`src/rtl/instruction_memory_loader.sv`:
```
// ---------------------------------------------------------------------------
// instruction_memory_loader
//
// Receives a byte-stream program image from the host link, assembles 32-bit
// instruction words (MSB first) and writes them into the instruction memory
// write port. The CPU is held in reset through cpu_hold while a load is in
// progress. The hold is released when the load finishes, whether it succeeds
// or fails.
//
// Frame: CNT_HI, CNT_LO (word count N), N x 4 payload bytes, 1 checksum byte
//        (XOR of all payload bytes, header excluded).
//
// Ports
//   clk           in   system clock, rising edge
//   reset         in   synchronous, active-high reset
//   start         in   1-cycle pulse, begins a new load from IDLE/DONE/ERROR
//   byte_in       in   stream byte
//   byte_valid    in   byte_in valid
//   byte_ready    out  loader accepts a byte this cycle
//   imem_wr_en    out  1-cycle write strobe to instruction memory
//   imem_wr_addr  out  write address (held between strobes)
//   imem_wr_data  out  assembled instruction word (held between strobes)
//   cpu_hold      out  1 while a load is in progress
//   done          out  sticky: load completed with a good checksum
//   error         out  sticky: word count too large or checksum mismatch
//
// State   | meaning
// --------+-----------------------------------------------------------
// IDLE    | waiting for start, CPU running
// HDR_HI  | waiting for the count high byte
// HDR_LO  | waiting for the count low byte, range check on N
// DATA    | collecting the 4 bytes of the current word
// WRITE   | write strobe active, advance the address and word count
// CHECK   | waiting for the checksum byte
// DONE    | load good, CPU released
// ERROR   | load bad, CPU released, error flagged
// ---------------------------------------------------------------------------
module instruction_memory_loader #(
  parameter int          DEPTH     = 64,
  parameter logic [31:0] BASE_ADDR = 32'h0000_0000,
  parameter logic [31:0] ADDR_STEP = 32'd4
) (
  input  logic        clk,
  input  logic        reset,
  input  logic        start,
  input  logic [7:0]  byte_in,
  input  logic        byte_valid,
  output logic        byte_ready,
  output logic        imem_wr_en,
  output logic [31:0] imem_wr_addr,
  output logic [31:0] imem_wr_data,
  output logic        cpu_hold,
  output logic        done,
  output logic        error
);

  typedef enum logic [2:0] {
    ST_IDLE, ST_HDR_HI, ST_HDR_LO, ST_DATA, ST_WRITE, ST_CHECK, ST_DONE, ST_ERROR
  } state_t;

  localparam logic [16:0] DEPTH_LIM = 17'(DEPTH);

  state_t      state;
  logic [7:0]  cnt_hi;
  logic [15:0] n_words;
  logic [15:0] word_cnt;
  logic [1:0]  byte_idx;
  logic [31:0] word;
  logic [31:0] addr;
  logic [7:0]  csum;
  logic        xfer;
  logic [15:0] hdr_count;

  // Both outputs are decodes of the registered state, so they carry no
  // combinational path from the inputs.
  assign byte_ready = (state == ST_HDR_HI) || (state == ST_HDR_LO) ||
                      (state == ST_DATA)   || (state == ST_CHECK);
  assign cpu_hold   = (state == ST_HDR_HI) || (state == ST_HDR_LO) ||
                      (state == ST_DATA)   || (state == ST_WRITE)  ||
                      (state == ST_CHECK);

  assign xfer      = byte_valid && byte_ready;
  assign hdr_count = {cnt_hi, byte_in};

  always_ff @(posedge clk) begin
    if (reset) begin
      state        <= ST_IDLE;
      cnt_hi       <= '0;
      n_words      <= '0;
      word_cnt     <= '0;
      byte_idx     <= '0;
      word         <= '0;
      addr         <= '0;
      csum         <= '0;
      imem_wr_en   <= 1'b0;
      imem_wr_addr <= '0;
      imem_wr_data <= '0;
      done         <= 1'b0;
      error        <= 1'b0;
    end else begin
      imem_wr_en <= 1'b0;
      case (state)
        ST_IDLE, ST_DONE, ST_ERROR: begin
          if (start) begin
            state    <= ST_HDR_HI;
            done     <= 1'b0;
            error    <= 1'b0;
            csum     <= '0;
            byte_idx <= '0;
            word_cnt <= '0;
          end
        end
        ST_HDR_HI: begin
          if (xfer) begin
            cnt_hi <= byte_in;
            state  <= ST_HDR_LO;
          end
        end
        ST_HDR_LO: begin
          if (xfer) begin
            n_words  <= hdr_count;
            addr     <= BASE_ADDR;
            word_cnt <= '0;
            byte_idx <= '0;
            csum     <= '0;
            if ({1'b0, hdr_count} > DEPTH_LIM) begin
              state <= ST_ERROR;
              error <= 1'b1;
            end else if (hdr_count == 16'd0) begin
              state <= ST_CHECK;
            end else begin
              state <= ST_DATA;
            end
          end
        end
        ST_DATA: begin
          if (xfer) begin
            word     <= {word[23:0], byte_in};
            csum     <= csum ^ byte_in;
            byte_idx <= byte_idx + 2'd1;
            // The strobe is registered here so it is high for exactly the
            // one cycle spent in WRITE.
            if (byte_idx == 2'd3) begin
              imem_wr_en   <= 1'b1;
              imem_wr_addr <= addr;
              imem_wr_data <= {word[23:0], byte_in};
              state        <= ST_WRITE;
            end
          end
        end
        ST_WRITE: begin
          addr     <= addr + ADDR_STEP;
          word_cnt <= word_cnt + 16'd1;
          state    <= (word_cnt + 16'd1 == n_words) ? ST_CHECK : ST_DATA;
        end
        ST_CHECK: begin
          if (xfer) begin
            if (byte_in == csum) begin
              state <= ST_DONE;
              done  <= 1'b1;
            end else begin
              state <= ST_ERROR;
              error <= 1'b1;
            end
          end
        end
        default: state <= ST_IDLE;
      endcase
    end
  end

endmodule

```
`config.mk`:
```
export PLATFORM = sky130hd
export DESIGN_NAME = instruction_memory_loader
export DESIGN_NICKNAME = d
export VERILOG_FILES = /design/src/rtl/instruction_memory_loader.sv
export SDC_FILE = /design/constraint.sdc
export NUM_CORES = 1
export LEC_CHECK = 0
export CAP_MARGIN = 10
export CORE_MARGIN = 1
export CORE_UTILIZATION = 56
export CTS_CLUSTER_SIZE = 24
export DETAILED_ROUTE_END_ITERATION = 10
export PLACE_DENSITY = 0.81
export SETUP_SLACK_MARGIN = 0.2
export SYNTH_ARGS = -nofsm -noshare
export SYNTH_HDL_FRONTEND = slang
export SYNTH_SLANG_ARGS = --single-unit
```
`constraint.sdc`:
```
create_clock -name clk -period 2.8 [get_ports clk]
set_input_delay 0.7 -clock clk [delete_from_list [all_inputs] [get_ports clk]]
set_output_delay 0.7 -clock clk [all_outputs]
set_load 0.005 [all_outputs]
```
==> impl_metrics.json, run 1 <==
{
  "hold_viol": 0,
  "syn_area_per_cell_um2": 7.62,
  "final_nets": 1064,
  "maxSlewViolCount": 0,
  "cts_hold_buf": 0,
  "first_global_vias": 6446,
  "setup_violations": 0,
  "antenna_found_initial": 0,
  "numCtsBuffers": 17,
  "rsz0062_at_grt": "false",
  "hold_class": "reg -> reg",
  "placedCellCount": 1205,
  "path_clk_slew_ns": 0.06,
  "cts_tree": "built",
  "grt_usage": 0.267,
  "outcome": "finished, final reports clean",
  "syn2layout_area_growth_pct": 20.1,
  "ir_worst_vdd_mv": 0.540,
  "cts_buffer_depth": 2,
  "worstSetupPathType": "reg -> out",
  "synth_edf_count": 0,
  "dr.pass1.iters": 5,
  "cp_max_fo": 13,
  "tightest_slew_ns": 0.703,
  "design_area_um2": 9070,
  "p_leak_nw": 3.13,
  "cts.sinks": 172,
  "async_flop_share": 0,
  "fill_cells": 1063,
  "io_pins": 81,
  "port_buffers": 78,
  "dr_total_vias": 7078,
  "hpwl_um": 11800,
  "place.gp.congestion": 0.931,
  "drive_gt1_frac": 0.0643,
  "hold_ws_ns": 0.452,
  "die_h_um": 118,
  "netlist_instances": 991,
  "drtAntennaViolNets": 0,
  "post-route-period-util": 0.884,
  "maxCapViolations": 0,
  "clkLatencyLatePin_ns": 0.42,
  "die_w_um": 118,
  "arrival_ns": 1.77,
  "clockRootBuffer": "clkbuf_16",
  "placed_area_um2": 8540,
  "drc": 0,
  "yosysSeqAreaShare": 0.456,
  "grt_pass1_wl_um": 30400,
  "first_iter_violations": 678,
  "cts_setup_buffers": 0,
  "avgViaCountPerCell": 5.74,
  "die_area_um2": 14000,
  "routed_wl_um": 18000,
  "grt_remaining_overflow": 0,
  "n_antenna_cell": 0,
  "yosys_warnings": 0,
  "yosys.cell_types.count": 58,
  "htree_levels": 4,
  "core_area_um2": 13200,
  "syn_area_um2": 7550,
  "maxSlewHeadroom": 0.528,
  "synth_seq_cells": 172,
  "synth-main-ff-cell": "dfxtp_1",
  "placementRows": 42,
  "wire_per_inst_um": 14.6,
  "final.min_clock_period_ns": 2.47,
  "power_density_nw_per_um2": 565,
  "grt_max_degree": 97,
  "tns_ns": 0,
  "startpoint_type": "register",
  "clock-skew-final_ns": 0.00500,
  "fin_cells": 1234,
  "worst_ep_required_time_ns": 2.10,
  "initial_core_util": 0.573,
  "clock.fmax_ghz": 0.404,
  "cp-end-kind": "output pin"
}
final cells by class:
type | count | area [um2] | area share
Timing Repair Buffer | 107 | 1050 | 0.115
Multi-Input combinational cell | 742 | 3800 | 0.418
Tap cell | 176 | 220 | 0.0243
Inverter | 8 | 30.0 | 0.00331
Clock buffer | 22 | 464 | 0.0512
Sequential cell | 172 | 3450 | 0.380
Clock inverter | 7 | 68.8 | 0.00759
timing repair:
| item | 4_1_cts | 5_1_grt |
|---|---|---|
| setup endpoints to repair | 2 | 0 |
| gates resized for setup | 2 | 0 |
| endpoints found under the hold margin | 0 | 0 |
registers in the layout, summed over array words and instances (netlist names), 2 cells and up:
signal        flops
addr             30
imem_wr_addr     30
cnt_hi            8
n_words          16
byte_idx          2
word_cnt         16
imem_wr_data     32
csum              8
state             3
word             24
synthesized netlist by cell type, types with 4 or more instances:
cell type  count  area (um2)
and2_1         5        31.3
or3_1          8        50.1
a31oi_1        7        43.8
nand3_1       27         135
buf_2         17        85.1
nor2b_1        5        31.3
nor2_1        69         259
nand4_1       11        68.8
o21ai_1       17        85.1
nand2_1      267        1000
mux2i_1        4        40.0
xnor2_1       12         105
o211ai_1       6        45.0
mux2_1         9         101
and4_1         4        35.0
nor4_1         8        50.1
dfxtp_1      172        3440
inv_1          6        22.5
nor3_1        19        95.1
nor3b_1        4        30.0
and3_1        10        62.6
ha_1           4        50.1
buf_1          5        18.8
a21oi_1      158         791
xor2_1        19         166
o21ai_0       16        80.1
clkbuf_1      46         173
nand3b_1      10        75.1
cell usage in the layout (no fill, tap or decap), types with 4 or more instances in the layout:
cell type and n:
xnor2_1 12, o211ai_1 6, or3_1 8, nor2b_1 5
mux2_1 9, dfxtp_1 170, and4_1 4, nor3_1 19
inv_1 6, nor3b_1 4, clkdlybuf4s50_1 77, buf_12 4
nor2_1 69, xor2_1 19, buf_4 26, and2_1 4
nand3b_1 10, a31oi_1 7, o21ai_1 17, and3_1 10
ha_1 4, nand4_1 11, nand3_1 27, mux2i_1 4
clkbuf_16 17, a21oi_1 158, nor4_1 8, o21ai_0 16
nand2_1 266
per-stage QoR:
stage | power (mW) | utilization | setup slack [ns]
floorplan | 2.85 | - | 0.547
global placement | 3.01 | 0.647 | 0.0965
detailed placement | 3.01 | 0.647 | 0.0361
CTS | 5.14 | 0.688 | 0.336
global route | 5.30 | 0.688 | 0.236
finish | 5.12 | 0.688 | 0.326
report_power, final:
| part | total (mW) | switching (mW) | internal [mW] |
|---|---|---|---|
| registers | 2.52 | 0.0401 | 2.48 |
| clock network | 2.15 | 0.897 | 1.25 |
| logic | 0.454 | 0.288 | 0.167 |
| total | 5.12 | 1.22 | 3.90 |
cell families after synthesis:
logic type | after synthesis | share of synthesized area
simple gates | 459 | 0.270
flops | 172 | 0.456
buf+inv | 78 | 0.0426
mux | 13 | 0.0187
other cells | 1 | 0.000496
xor+xnor | 31 | 0.0359
compound gates | 233 | 0.170
fa+ha+maj | 4 | 0.00663
layer usage:
layer	GRT usage	wire length, um	vias up
met3	0.0536	1090	24
met1	0.349	8060	3334
met2	0.441	8660	238
met4	0.0849	232	0
li1	-	-	3482
met5	0	0	-
final timing paths:
path              depth (start not counted)                to        startpoint  slack, ns
setup reg to reg                          8          state[1]       word_cnt[0]       0.52
hold reg to reg                           2  imem_wr_addr[16]  imem_wr_addr[16]       0.45
setup / recovery                          4          cpu_hold          state[1]       0.33
hold / removal                            2  imem_wr_addr[16]  imem_wr_addr[16]       0.45
worst max-delay path, cell delays in order, from the launching register on:
cell and delay [ns]:
dfxtp_1 0.38, buf_4 0.20, nor3_1 0.06, a21oi_1 0.17, clkdlybuf4s50_1 0.54
(Power assumes the default switching activity.)
==> inputs of run 2 (changes only) <==
--- a/config.mk
+++ b/config.mk
@@ -10,8 +10,10 @@
 export CORE_UTILIZATION = 56
 export CTS_CLUSTER_SIZE = 24
 export DETAILED_ROUTE_END_ITERATION = 10
+export GPL_ROUTABILITY_DRIVEN = 0
 export PLACE_DENSITY = 0.81
 export SETUP_SLACK_MARGIN = 0.2
+export SKIP_CTS_REPAIR_TIMING = 1
 export SYNTH_ARGS = -nofsm -noshare
 export SYNTH_HDL_FRONTEND = slang
 export SYNTH_SLANG_ARGS = --single-unit
==> run 2 against run 1 <==
Net effect:
- clock power up 5%
- cell area up 0.15%
- sequential power about the same
- combinational power down 4.4%
- non-clock buffer count down 3
- sequential share of layout area down 0.058 points
- first-iteration DRC count down 13%
- via count down 1.9%
- register-to-register slack worse by 0.09 ns
- clock skew up 0.0032 ns
- largest cell class unchanged
- highest routed layer unchanged
==> impl_metrics.json, run 2 (same netlist as run 1, synthesis figures left out) <==
{
  "top_register": "imem_wr_data",
  "power_density_nw_per_um2": 573,
  "met1_usage": 0.359,
  "maxSlewHeadroom": 0.564,
  "clock-skew-final_ns": 0.00818,
  "reg.largest.list": "imem_wr_data: 32 flops, addr: 30 flops, imem_wr_addr: 30 flops",
  "die_w_um": 118,
  "cts_tree": "built",
  "placementRows": 42,
  "hold_viol": 0,
  "grt_pass1_wl_um": 30000,
  "design_area_um2": 9080,
  "path_clk_slew_ns": 0.06,
  "drtAntennaViolNets": 0,
  "maxCapViolations": 0,
  "cts_buffer_depth": 2,
  "tns_ns": 0,
  "p_leak_nw": 3.12,
  "rsz0062_at_grt": "false",
  "startpoint_type": "register",
  "routed_wl_um": 17600,
  "p_int_mw": 3.92,
  "cp_max_fo": 12,
  "clkLatencyLatePin_ns": 0.42,
  "grt_remaining_overflow": 0,
  "port_buffers": 78,
  "first_iter_violations": 589,
  "final_nets": 1061,
  "avgViaCountPerCell": 5.63,
  "grt_usage": 0.263,
  "dr.pass1.iters": 7,
  "die_area_um2": 14000,
  "clockPowerShare": 0.432,
  "use_met3": 0.0536,
  "hpwl_um": 11400,
  "antenna_found_initial": 0,
  "setup_violations": 0,
  "p_sw_frac": 0.247,
  "fin_util": 0.689,
  "clockRootBuffer": "clkbuf_16",
  "critPathSlowestCell": "dfxtp_1",
  "crit_family": "flip-flops",
  "final.min_clock_period_ns": 2.48,
  "grt_max_degree": 97,
  "initial_core_util": 0.573,
  "fill_cells": 1060,
  "drive_gt1_frac": 0.0652,
  "worstSetupPathType": "reg -> out",
  "final_cell_mix": "nand2_1, dfxtp_1, a21oi_1",
  "placed_area_um2": 8510,
  "crit_chain": "nor2_1 -> a21oi_1 -> clkdlybuf4s50_1",
  "tightest_slew_ns": 0.647,
  "maxSlewViolCount": 0,
  "core_area_um2": 13200,
  "wire_per_inst_um": 14.3,
  "combPwrFrac": 0.083,
  "grt_use_met2": 0.415,
  "final_common_cell": "nand2_1",
  "arrival_ns": 1.78,
  "min_from": "imem_wr_addr[3]",
  "r2r-start": "word_cnt[0]",
  "drc": 0,
  "io_pins": 81,
  "hold_class": "reg -> reg",
  "post-route-period-util": 0.885,
  "max_stage_delay_ns": 0.55,
  "clock.fmax_ghz": 0.404,
  "outcome": "finished, final reports clean",
  "grt.busiest_layer": "met2",
  "pwr-share-seq": 0.484,
  "power_switching_mw": 1.28,
  "ir_worst_vdd_mv": 0.568,
  "largest_reg_flops": 32,
  "cts.sinks": 172,
  "die_h_um": 118,
  "worst_ep_required_time_ns": 2.10,
  "dr_total_vias": 6946,
  "first_global_vias": 6235,
  "critical_path.startpoint": "state[1]",
  "worst-path-buf-inv": 1,
  "syn2layout_area_growth_pct": 20.3,
  "htree_levels": 4,
  "numCtsBuffers": 17,
  "n_antenna_cell": 0,
  "cp-end-kind": "output pin"
}
[run 2: power groups by stage]
stage	Combinational, mW	Clock (mW)	Sequential (mW)
floorplan	0.302	0	2.55
global placement	0.427	0	2.57
detailed placement	0.426	0	2.57
CTS	0.430	2.27	2.52
global route	0.484	2.39	2.52
finish	0.434	2.25	2.52
[run 2: final timing paths]
path | to | slack, ns | depth (start not counted)
setup reg to reg | state[1] | 0.43 | 8
hold / removal | imem_wr_addr[3] | 0.45 | 2
setup / recovery | byte_ready | 0.32 | 3
hold reg to reg | imem_wr_addr[3] | 0.45 | 2
[run 2: cell type report]
class / count / area (um2) / share of cell area
multi-input cells: 742 / 3800 / 0.418
repair buffers: 104 / 1020 / 0.113
clock inverters: 11 / 109 / 0.0120
well taps: 176 / 220 / 0.0242
clock buffers: 21 / 460 / 0.0507
inverters: 8 / 30.0 / 0.00331
flip-flops and latches: 172 / 3450 / 0.379
[run 2: worst register-to-register path: stages, from the launching register on]
cell,delay [ns]
dfxtp_1,0.43
ha_1,0.30
nand3_1,0.28
nor3_1,0.47
xnor2_1,0.17
nand2_1,0.07
nor4_1,0.30
buf_4,0.19
a21oi_1,0.06
[run 2: per-stage QoR]
step | hold slack, ns | instances | power, mW | setup WS, ns
after floorplan | 0.432 | 992 | 2.85 | 0.547
after global placement | 0.440 | 1202 | 3.00 | 0.142
after detailed placement | 0.448 | 1202 | 3.00 | 0.104
after CTS | 0.455 | 1234 | 5.22 | 0.199
after global routing | 0.476 | 1234 | 5.40 | 0.205
final | 0.452 | 1234 | 5.20 | 0.322
[run 2: metal layers]
metal | part of all wire | up-vias
met2 | 0.47 | 220
met5 | 0 | -
met1 | 0.46 | 3235
li1 | - | 3473
met3 | 0.058 | 18
met4 | 0.010 | 0
==> inputs of run 3 (changes only) <==
--- a/config.mk
+++ b/config.mk
@@ -7,11 +7,11 @@
 export LEC_CHECK = 0
 export CAP_MARGIN = 10
 export CORE_MARGIN = 1
-export CORE_UTILIZATION = 56
+export CORE_UTILIZATION = 60
 export CTS_CLUSTER_SIZE = 24
 export DETAILED_ROUTE_END_ITERATION = 10
 export GPL_ROUTABILITY_DRIVEN = 0
-export PLACE_DENSITY = 0.81
+export PLACE_DENSITY = 0.86
 export SETUP_SLACK_MARGIN = 0.2
 export SKIP_CTS_REPAIR_TIMING = 1
 export SYNTH_ARGS = -nofsm -noshare
==> constraint.sdc (replaced) <==
create_clock -name clk -period 2.85 [get_ports clk]
set_input_delay 0.7125 -clock clk [delete_from_list [all_inputs] [get_ports clk]]
set_output_delay 0.7125 -clock clk [all_outputs]
set_load 0.005 [all_outputs]
==> run 3 against run 2 <==
Net effect:
- combinational power barely moved
- setup slack gained 0.096 ns
- largest power group unchanged
- clock skew shrank 0.0016 ns
- register-to-register slack improved by 0.13 ns
- clock power up 8%
- power rose by 2.8%
- first-iteration DRC count increased by 31%
- via count increased by 2.3%
==> impl_metrics.json, run 3 (same netlist as run 1, synthesis figures left out) <==
{
  "outcome": "finished, final reports clean",
  "drtAntennaViolNets": 0,
  "port_buffers": 78,
  "tightest_slew_ns": 0.730,
  "clockRootBuffer": "clkbuf_16",
  "grt_pass1_wl_um": 30900,
  "worstSetupPathType": "reg -> out",
  "p_leak_nw": 3.15,
  "dr_total_vias": 7108,
  "register_area_um2": 3450,
  "tns_ns": 0,
  "multiInputGateArea_um2": 3800,
  "maxSlewViolCount": 0,
  "cp_max_fo": 14,
  "cp-end-kind": "output pin",
  "worst_ep_required_time_ns": 2.14,
  "htree_levels": 4,
  "first_iter_violations": 771,
  "io_pins": 81,
  "die_area_um2": 13000,
  "final_cell_mix": "nand2_1, dfxtp_1, a21oi_1",
  "path_clk_slew_ns": 0.06,
  "cts_tree": "built",
  "drive_gt1_frac": 0.0644,
  "core_area_um2": 12200,
  "clock-skew-final_ns": 0.00655,
  "placementRows": 40,
  "grt_max_degree": 141,
  "cts_buffer_depth": 2,
  "final_common_cell": "nand2_1",
  "ir_worst_vdd_mv": 0.520,
  "hold_class": "reg -> reg",
  "maxCapViolations": 0,
  "clkLatencyLatePin_ns": 0.42,
  "hold_viol": 0,
  "fill_cells": 953,
  "top_register": "imem_wr_data",
  "dr.pass1.iters": 5,
  "arrival_ns": 1.72,
  "largest_reg_flops": 32,
  "routed_wl_um": 18400,
  "final_nets": 1060,
  "post-route-period-util": 0.853,
  "die_w_um": 114,
  "rsz0062_at_grt": "false",
  "startpoint_type": "register",
  "power_density_nw_per_um2": 587,
  "avgViaCountPerCell": 5.81,
  "clock.fmax_ghz": 0.411,
  "numCtsBuffers": 17,
  "initial_core_util": 0.621,
  "n_antenna_cell": 0,
  "grt_usage": 0.295,
  "first_global_vias": 6535,
  "die_h_um": 114,
  "syn2layout_area_growth_pct": 20.6,
  "wire_per_inst_um": 15.0,
  "maxSlewHeadroom": 0.510,
  "grt_remaining_overflow": 0,
  "hpwl_um": 11500,
  "setup_violations": 0,
  "reg.largest.list": "imem_wr_data: 32 flops, addr: 30 flops, imem_wr_addr: 30 flops",
  "antenna_found_initial": 0,
  "final.min_clock_period_ns": 2.43,
  "drc": 0,
  "hold_ws_ns": 0.451,
  "cts.sinks": 172
}
run 3: stage by stage:
stage	worst slack (ns)	instances	instance area, um2	util	power, mW
after floorplan	0.585	992	7560	-	2.80
after global placement	0.206	1193	8480	0.698	2.94
after detailed placement	0.186	1193	8480	0.698	2.95
after CTS	0.231	1224	9110	0.749	5.36
after global routing	0.339	1224	9110	0.749	5.51
final	0.418	1224	9110	0.749	5.35
run 3: final timing paths:
check	from	end	depth (start not counted)	slack (ns)
setup / recovery	state[0]	cpu_hold	3	0.42
hold / removal	imem_wr_addr[30]	imem_wr_addr[30]	2	0.45
setup reg to reg	word_cnt[0]	state[2]	6	0.56
hold reg to reg	imem_wr_addr[30]	imem_wr_addr[30]	2	0.45
run 3: layer usage:
metal | wire length, um | part of all wire | track usage
met3 | 1210 | 0.066 | 0.0545
met1 | 7950 | 0.43 | 0.382
met5 | 0 | 0 | 0
met4 | 354 | 0.019 | 0.123
met2 | 8860 | 0.48 | 0.484
run 3: area by class of cell:
cell class	instances	share of cell area
clock buffers	21	0.0505
clock inverters	10	0.0180
well taps	168	0.0231
repair buffers	103	0.110
flip-flops and latches	172	0.378
multi-input cells	742	0.417
inverters	8	0.00330
run 3: worst max-delay path, stage by stage, from the launching register on:
cell and delay, ns:
dfxtp_2 0.48, nor3_1 0.10, a21oi_1 0.18, clkdlybuf4s50_1 0.53
run 3: power breakdown:
| group | switching, mW | leakage (nW) | internal, mW |
|---|---|---|---|
| clock network | 0.929 | 0.304 | 1.51 |
| registers | 0.0437 | 1.39 | 2.43 |
| logic | 0.273 | 1.46 | 0.160 |
| total | 1.25 | 3.15 | 4.11 |
